===== config.mk =====
export PLATFORM = sky130hd
export DESIGN_NAME = fp_add_sub_pipe
export DESIGN_NICKNAME = d
export VERILOG_FILES = /design/src/rtl/fp_pkg.sv /design/src/rtl/fp_lzc.sv /design/src/rtl/fp_add_sub_pipe.sv
export SDC_FILE = /design/constraint.sdc
export NUM_CORES = 1
export LEC_CHECK = 0
export BUFFER_PORTS_ARGS = -buffer_cell sky130_fd_sc_hd__buf_2
export CAP_MARGIN = 20
export CORE_UTILIZATION = 55
export CTS_BUF_LIST = sky130_fd_sc_hd__clkbuf_8
export DETAILED_ROUTE_END_ITERATION = 6
export PLACE_DENSITY = 0.77
export SETUP_SLACK_MARGIN = 0.5
export SLEW_MARGIN = 25
export SYNTH_ARGS = -nofsm -noshare
export SYNTH_HDL_FRONTEND = slang
export SYNTH_SLANG_ARGS = --single-unit

===== constraint.sdc =====
create_clock -name clk -period 7.5 [get_ports clk]
set_input_delay 0.75 -clock clk [delete_from_list [all_inputs] [get_ports clk]]
set_output_delay 0.75 -clock clk [all_outputs]
set_load 0.05 [all_outputs]

===== src/rtl/fp_pkg.sv =====
// Shared definitions for the floating-point add/subtract pipeline:
// default field widths, flag bit positions, operand classes and special encodings.
package fp_pkg;

  localparam int EXP_W_DEF = 8;
  localparam int MAN_W_DEF = 23;

  localparam int FLG_INVALID   = 3;
  localparam int FLG_OVERFLOW  = 2;
  localparam int FLG_UNDERFLOW = 1;
  localparam int FLG_INEXACT   = 0;

  typedef enum logic [1:0] {ZERO, NORM, INF, NAN} fp_class_e;

  // Canonical quiet NaN: sign 0, exponent all ones, mantissa MSB set.
  function automatic logic [63:0] qnan_bits(input int exp_w, input int man_w);
    logic [63:0] v;
    v = '0;
    for (int i = 0; i < exp_w; i++) v[man_w + i] = 1'b1;
    v[man_w - 1] = 1'b1;
    return v;
  endfunction

  function automatic logic [63:0] inf_bits(input int exp_w, input int man_w, input logic sign);
    logic [63:0] v;
    v = '0;
    for (int i = 0; i < exp_w; i++) v[man_w + i] = 1'b1;
    v[exp_w + man_w] = sign;
    return v;
  endfunction

endpackage


===== src/rtl/fp_lzc.sv =====
// Combinational leading-zero counter; cnt equals W when the input is all zero.
module fp_lzc #(
  parameter  int W     = 25,
  localparam int CNT_W = $clog2(W + 1)
) (
  input  logic [W-1:0]     din,
  output logic [CNT_W-1:0] cnt,
  output logic             zero
);

  // Ascending scan: the highest set bit is the last to write cnt.
  always_comb begin
    cnt = CNT_W'(W);
    for (int i = 0; i < W; i++)
      if (din[i]) cnt = CNT_W'(W - 1 - i);
  end

  assign zero = ~|din;

endmodule


===== src/rtl/fp_add_sub_pipe.sv =====
// Three-stage floating-point adder/subtractor (align, add, normalise/round)
// with round-to-nearest-even, flush-to-zero and a single global stall.
module fp_add_sub_pipe
  import fp_pkg::*;
#(
  parameter int EXP_W  = EXP_W_DEF,
  parameter int MAN_W  = MAN_W_DEF,
  parameter int DATA_W = 1 + EXP_W + MAN_W
) (
  input  logic              clk,
  input  logic              rst,
  input  logic              in_valid,
  output logic              in_ready,
  input  logic [DATA_W-1:0] a,
  input  logic [DATA_W-1:0] b,
  input  logic              sub,
  output logic              out_valid,
  input  logic              out_ready,
  output logic [DATA_W-1:0] r,
  output logic [3:0]        flags
);

  localparam int SIG_W = MAN_W + 4;
  localparam int SUM_W = MAN_W + 5;
  localparam int LZC_W = MAN_W + 2;
  localparam int CNT_W = $clog2(LZC_W + 1);
  localparam int EW    = EXP_W + 2;
  localparam int MAG_W = EXP_W + MAN_W;
  localparam logic [EXP_W-1:0]  EXP_MAX = '1;
  localparam logic [DATA_W-1:0] QNAN    = DATA_W'(qnan_bits(EXP_W, MAN_W));
  localparam logic [DATA_W-1:0] POS_INF = DATA_W'(inf_bits(EXP_W, MAN_W, 1'b0));
  localparam logic [DATA_W-1:0] NEG_INF = DATA_W'(inf_bits(EXP_W, MAN_W, 1'b1));

  function automatic fp_class_e classify(input logic [EXP_W-1:0] e, input logic [MAN_W-1:0] m);
    if (e == '0) return ZERO;
    if (e == EXP_MAX) return (m == '0) ? INF : NAN;
    return NORM;
  endfunction

  function automatic logic [SIG_W-1:0] align(input logic [SIG_W-1:0] sig, input logic [EXP_W-1:0] d);
    logic [2*SIG_W-1:0] wide;
    if (int'(d) >= MAN_W + 3) return {{(SIG_W-1){1'b0}}, |sig};
    wide = {sig, {SIG_W{1'b0}}} >> d;
    return {wide[2*SIG_W-1:SIG_W+1], wide[SIG_W] | (|wide[SIG_W-1:0])};
  endfunction

  // Returns {mantissa carry-out, rounded stored mantissa}; hidden bit is always set here.
  function automatic logic [MAN_W:0] round_rne(input logic [SIG_W-1:0] m);
    logic up;
    up = m[2] & (m[1] | m[0] | m[3]);
    return {up & (&m[SIG_W-1:3]), m[SIG_W-2:3] + {{(MAN_W-1){1'b0}}, up}};
  endfunction

  function automatic logic [DATA_W+3:0] saturate(input logic sign,
                                                 input logic signed [EW-1:0] e_norm,
                                                 input logic signed [EW-1:0] e_rnd,
                                                 input logic [MAN_W-1:0] man,
                                                 input logic inexact);
    logic [3:0] f;
    f = '0;
    f[FLG_INEXACT] = inexact;
    if (e_norm[EW-1] || e_norm == '0) begin
      f[FLG_UNDERFLOW] = 1'b1;
      f[FLG_INEXACT]   = 1'b1;
      return {f, sign, {(DATA_W-1){1'b0}}};
    end
    if (!e_rnd[EW-1] && e_rnd[EW-2:0] >= {1'b0, EXP_MAX}) begin
      f[FLG_OVERFLOW] = 1'b1;
      f[FLG_INEXACT]  = 1'b1;
      return {f, sign ? NEG_INF : POS_INF};
    end
    return {f, sign, e_rnd[EXP_W-1:0], man};
  endfunction

  logic vld_p1, vld_p2, vld_p3;
  logic stall;

  assign stall     = vld_p3 & ~out_ready;
  assign in_ready  = ~stall;
  assign out_valid = vld_p3;

  // ---- stage 1: classify, specials, swap and align ----
  logic              sign_a, sign_b, swap, spec_hit, spec_inv;
  fp_class_e         cls_a, cls_b;
  logic [MAG_W-1:0]  mag_a, mag_b, mag_x, mag_y;
  logic [EXP_W-1:0]  d;
  logic [SIG_W-1:0]  sig_x, sig_y;
  logic [DATA_W-1:0] spec_r;

  always_comb begin
    sign_a = a[DATA_W-1];
    sign_b = b[DATA_W-1] ^ sub;
    cls_a  = classify(a[DATA_W-2:MAN_W], a[MAN_W-1:0]);
    cls_b  = classify(b[DATA_W-2:MAN_W], b[MAN_W-1:0]);
    mag_a  = (cls_a == ZERO) ? '0 : a[DATA_W-2:0];
    mag_b  = (cls_b == ZERO) ? '0 : b[DATA_W-2:0];
    swap   = mag_b > mag_a;
    mag_x  = swap ? mag_b : mag_a;
    mag_y  = swap ? mag_a : mag_b;
    d      = mag_x[MAG_W-1:MAN_W] - mag_y[MAG_W-1:MAN_W];
    sig_x  = {|mag_x[MAG_W-1:MAN_W], mag_x[MAN_W-1:0], 3'b000};
    sig_y  = align({|mag_y[MAG_W-1:MAN_W], mag_y[MAN_W-1:0], 3'b000}, d);

    spec_hit = 1'b1;
    spec_inv = 1'b0;
    spec_r   = QNAN;
    if (cls_a == NAN || cls_b == NAN) spec_r = QNAN;
    else if (cls_a == INF && cls_b == INF && sign_a != sign_b) spec_inv = 1'b1;
    else if (cls_a == INF) spec_r = sign_a ? NEG_INF : POS_INF;
    else if (cls_b == INF) spec_r = sign_b ? NEG_INF : POS_INF;
    else if (cls_a == ZERO && cls_b == ZERO) spec_r = {sign_a & sign_b, {(DATA_W-1){1'b0}}};
    else spec_hit = 1'b0;
  end

  logic              sign_p1, eff_sub_p1, spec_hit_p1, spec_inv_p1;
  logic [EXP_W-1:0]  exp_p1;
  logic [SIG_W-1:0]  sig_x_p1, sig_y_p1;
  logic [DATA_W-1:0] spec_r_p1;

  always_ff @(posedge clk) begin
    if (!stall) begin
      sign_p1     <= swap ? sign_b : sign_a;
      eff_sub_p1  <= sign_a ^ sign_b;
      exp_p1      <= mag_x[MAG_W-1:MAN_W];
      sig_x_p1    <= sig_x;
      sig_y_p1    <= sig_y;
      spec_hit_p1 <= spec_hit;
      spec_inv_p1 <= spec_inv;
      spec_r_p1   <= spec_r;
    end
  end

  // ---- stage 2: significand add/subtract (never negative after the swap) ----
  logic              sign_p2, spec_hit_p2, spec_inv_p2;
  logic [EXP_W-1:0]  exp_p2;
  logic [SUM_W-1:0]  sum_p2;
  logic [DATA_W-1:0] spec_r_p2;

  always_ff @(posedge clk) begin
    if (!stall) begin
      sum_p2      <= eff_sub_p1 ? ({1'b0, sig_x_p1} - {1'b0, sig_y_p1})
                                : ({1'b0, sig_x_p1} + {1'b0, sig_y_p1});
      sign_p2     <= sign_p1;
      exp_p2      <= exp_p1;
      spec_hit_p2 <= spec_hit_p1;
      spec_inv_p2 <= spec_inv_p1;
      spec_r_p2   <= spec_r_p1;
    end
  end

  // ---- stage 3: normalise, round, saturate ----
  // Cancellation only reaches below the guard bit when d<=1, where round/sticky
  // are zero, so counting over the top MAN_W+2 bits is sufficient.
  logic [CNT_W-1:0]     lz;
  logic                 lz_zero;
  logic signed [EW-1:0] e_base, e_norm, e_rnd;
  logic [SIG_W-1:0]     norm;
  logic [MAN_W:0]       rnd;
  logic [DATA_W-1:0]    r_n;
  logic [3:0]           flags_n;

  fp_lzc #(.W(LZC_W)) u_lzc (
    .din  (sum_p2[SIG_W-1:2]),
    .cnt  (lz),
    .zero (lz_zero)
  );

  assign e_base = $signed({2'b00, exp_p2});

  always_comb begin
    if (sum_p2[SUM_W-1]) begin
      norm   = {sum_p2[SUM_W-1:2], sum_p2[1] | sum_p2[0]};
      e_norm = e_base + $signed({{(EW-1){1'b0}}, 1'b1});
    end else begin
      norm   = sum_p2[SIG_W-1:0] << lz;
      e_norm = e_base - $signed({{(EW-CNT_W){1'b0}}, lz});
    end
    rnd   = round_rne(norm);
    e_rnd = e_norm + $signed({{(EW-1){1'b0}}, rnd[MAN_W]});

    flags_n = '0;
    r_n     = '0;
    if (spec_hit_p2) begin
      flags_n[FLG_INVALID] = spec_inv_p2;
      r_n = spec_r_p2;
    end else if (!(!sum_p2[SUM_W-1] && lz_zero)) begin
      {flags_n, r_n} = saturate(sign_p2, e_norm, e_rnd, rnd[MAN_W-1:0], |norm[2:0]);
    end
  end

  always_ff @(posedge clk or posedge rst) begin
    if (rst) begin
      vld_p1 <= 1'b0;
      vld_p2 <= 1'b0;
      vld_p3 <= 1'b0;
      r      <= '0;
      flags  <= '0;
    end else if (!stall) begin
      vld_p1 <= in_valid & in_ready;
      vld_p2 <= vld_p1;
      vld_p3 <= vld_p2;
      r      <= r_n;
      flags  <= flags_n;
    end
  end

endmodule


==> impl_metrics.tcl <==
set metrics [dict create \
    outcome "finished, final reports clean" \
    root_buffer "clkbuf_8" \
    area_growth_syn_to_layout_pct 8.94 \
    slew-limit-headroom 0.405 \
    post-synth-top-area-fraction 0.216 \
    cap_viol_max_count 0 \
    dieHeight_um 167 \
    final_util 0.609 \
    worst-path-max-fanout 17 \
    synth-seq-cells 147 \
    post_synth_edffs 108 \
    postSynth.asyncResetShare 0.265 \
    synth-compound-area-share 0.215 \
    hold_violations 0 \
    firstDrtPassIters 6 \
    cp_capture_type "register" \
    post_layout_nonfiller_instances 2214 \
    dominant_combinational_cell_family_by_area_after_synthesis "simple AND/OR/NAND/NOR gates" \
    io_pins 107 \
    grt_use_met2 0.632 \
    critical_path_arrival_ns 6.87 \
    routed_antenna_nets 0 \
    max_clock_freq_mhz 154 \
    cts_tree "built" \
    regToRegStartpoint "sum_p2[7]" \
    synthSimpleGateAreaFrac 0.219 \
    p_per_area_nw_per_um2 369 \
    adder_cell_area_share_of_the_yosys_netlist 0.0793 \
    gr-usage-met3 0.0388 \
    number_of_instances_in_the_synthesized_netlist 1791 \
    synth-xor-area-share 0.0356 \
    routed-via-count 14752 \
    via_cell_ratio 6.66 \
    fin_worst_skew_ns 0.0345 \
    dp_hpwl_mm 38.6 \
    whs_ns 0.370 \
    gpl.final_weighted_congestion 0.998 \
    wirelength_mm 49.6 \
    avg_inst_size_synth_um2 8.39 \
    initial_utilization 0.559 \
    slew_violations 0 \
    routedWlPerCell_um 22.4 \
    total_power_mw 6.04 \
    setup_slack_ns 1.03 \
    number_of_antenna_violations_at_the_first_check_in_global_routing 0 \
    rr_endpoint "r[28]" \
    dominant_synthesized_flop_cell "edfxtp_1" \
    timing.final.crit_period_ns 6.47 \
    final-setup-viol-count 0 \
    max_slew.worst_pin.slew_ns 0.890 \
    post_synth_instance_area_um2 15000 \
    r2r_cells 24 \
    power.leakage_nw 6.79 \
    worst_setup_hold_path_clk_slew_ns 0.12 \
    clock_sink_count 147 \
    fp.dieArea_um2 28000 \
    via_count_of_the_first_global_routing_pass 14251 \
    main_area_contributors_after_synthesis "edfxtp_1 (22%), ha_1 (7.7%), dfrtp_1 (6.5%)" \
    drt_iter0_markers 1632 \
    synth_cell_types 99 \
    synth_top_cell_by_area "edfxtp_1" \
    busiest_layer "met2" \
    startpoint_type "register" \
    grt.met1_usage 0.414 \
    holdCritPathClass "in2async" \
    stdcell_area_um2 16400 \
    floorplan.rows 60 \
    layout_worst_path_cycle_share 0.863 \
    required_ns 7.90 \
    antenna_cells 0 \
    ff2ff_setup_slack_ns 1.03 \
    design.final.nets 2023 \
    h-tree-depth 4 \
    core_area_um2 26900 \
    postSynthNetCount 1954 \
    drc_errors 0 \
    grt_max_degree 90 \
    die_width_um 167 \
    rsz0062_at_grt "true" \
    setup_tns_ns 0 \
    clkLatencyLatePin_ns 0.47 \
    global_route.usage.total 0.354 \
    maximum_clock_insertion_buffer_count 2 \
    number_of_cts_inserted_buffers 17 \
    critical_path_class "reg2reg" \
    io_buffer_count 106 \
    yosys-mux-area-fraction 0.107 \
    grt_overflow 0 \
    post_route_cells_drive_above_1_share 0.159 \
    vdd_ir_drop_max_mv 0.205 \
    post-place-ws_ns 0.740 \
    seq_total_area_yosys 0.281 \
    first_pass_grt_wire_length_mm 77.7 \
    place_area_um2 15900 \
    place_inst 2182 \
    cts-hold-fix-buffers 0 \
    fillCellCount 2387 \
    synth-warning-count 0 \
]
-- state kept, by name, indices dropped and copies added (netlist names), 3 cells and up --
register   count
exp_p1         8
exp_p2         8
flags          4
r             32
sig_x_p1      24
sig_y_p1      27
spec_r_p1      3
spec_r_p2      3
sum_p2        28
-- cell usage after synthesis, types with 16 or more instances --
library cell	number
xnor2_1	43
a211oi_1	16
o21ai_0	129
nand2_1	218
nor3_1	59
a21oi_1	94
nand4_1	33
nor2_1	124
a31oi_1	20
edfxtp_1	108
mux2_2	19
buf_2	30
nor2b_1	17
nand3_1	59
nor4_1	42
mux2i_1	63
clkbuf_1	75
xor2_1	18
mux4_2	34
inv_1	112
ha_1	92
or3_1	21
o211ai_1	26
dfrtp_1	39
nand2b_1	20
-- metal layers --
metal  up-vias  wire (µm)
met2       793      24700
li1       6835          -
met3       151       3310
met1      6973      18800
met4         0       2740
met5         -          0
-- area by class of cell --
cell class / instances / area [µm²] / share of cell area
Clock inverter: 15 / 188 / 0.0115
Multi-Input combinational cell: 1414 / 9880 / 0.604
Clock buffer: 17 / 234 / 0.0143
Tap cell: 341 / 427 / 0.0261
Sequential cell: 147 / 4220 / 0.258
Timing Repair Buffer: 164 / 970 / 0.0593
Inverter: 116 / 450 / 0.0275
-- cells in the final DEF, fill, tap and decap left out, types with 20 or more instances in the layout --
cell type	instances
dfrtp_1	39
nand2b_1	20
xnor2_1	43
ha_1	92
nand2_1	217
nand3_1	59
a31oi_1	20
a21oi_1	94
nor2_1	124
nand4_1	33
nor4_1	42
buf_4	57
o211ai_1	26
inv_1	111
or3_1	21
edfxtp_1	108
mux4_2	34
o21ai_0	129
mux2i_1	63
nor3_1	59
buf_2	106
-- how the worst max path moves through the flow --
stage,start,to,slack [ns],cells after the start
after floorplan,b[23],sig_y_p1[0],0.53,30
after global placement,sum_p2[3],r[18],0.69,24
after detailed placement,a[27],sig_y_p1[0],0.74,25
after CTS,sum_p2[23],r[18],0.71,21
after global routing,sum_p2[8],r[28],0.47,26
final,sum_p2[7],r[28],1.03,24
-- cell families after synthesis --
kind of cell	Yosys count
AO/OA/AOI/OAI	475
adder cells (fa/ha/maj)	94
XOR/XNOR	61
AND/OR/NAND/NOR	668
buffers and inverters	230
flip-flops	147
multiplexers	116
-- power breakdown --
group | switching [mW] | internal [mW] | total (mW)
logic | 2.50 | 1.40 | 3.90
clock network | 0.374 | 0.285 | 0.658
registers | 0.286 | 1.19 | 1.48
total | 3.16 | 2.87 | 6.04
-- worst max-delay path, stage by stage (launching register included) --
cell and delay, ns:
edfxtp_1 0.60, nor2_1 0.17, o31ai_1 0.08, a211oi_1 0.36, o311a_1 0.45, nor2_2 0.10, inv_2 0.39, mux4_2 0.35
mux2i_1 0.11, o221a_4 0.30, or3b_4 0.43, nor4_4 0.29, nand3_1 0.16, nor4_1 0.37, ha_1 0.23, and3_1 0.19
xor2_1 0.21, nand3_1 0.10, o21ai_0 0.19, nand3_1 0.10, a211oi_1 0.46, buf_4 0.20, nand2_1 0.07, o21ai_1 0.32
a221o_1 0.22
-- what timing repair did --
action / 4_1_cts / 5_1_grt
resized for setup: 0 / 2
setup buffers: 0 / 0
setup endpoints to repair: 0 / 11
(Power assumes the default switching activity.)
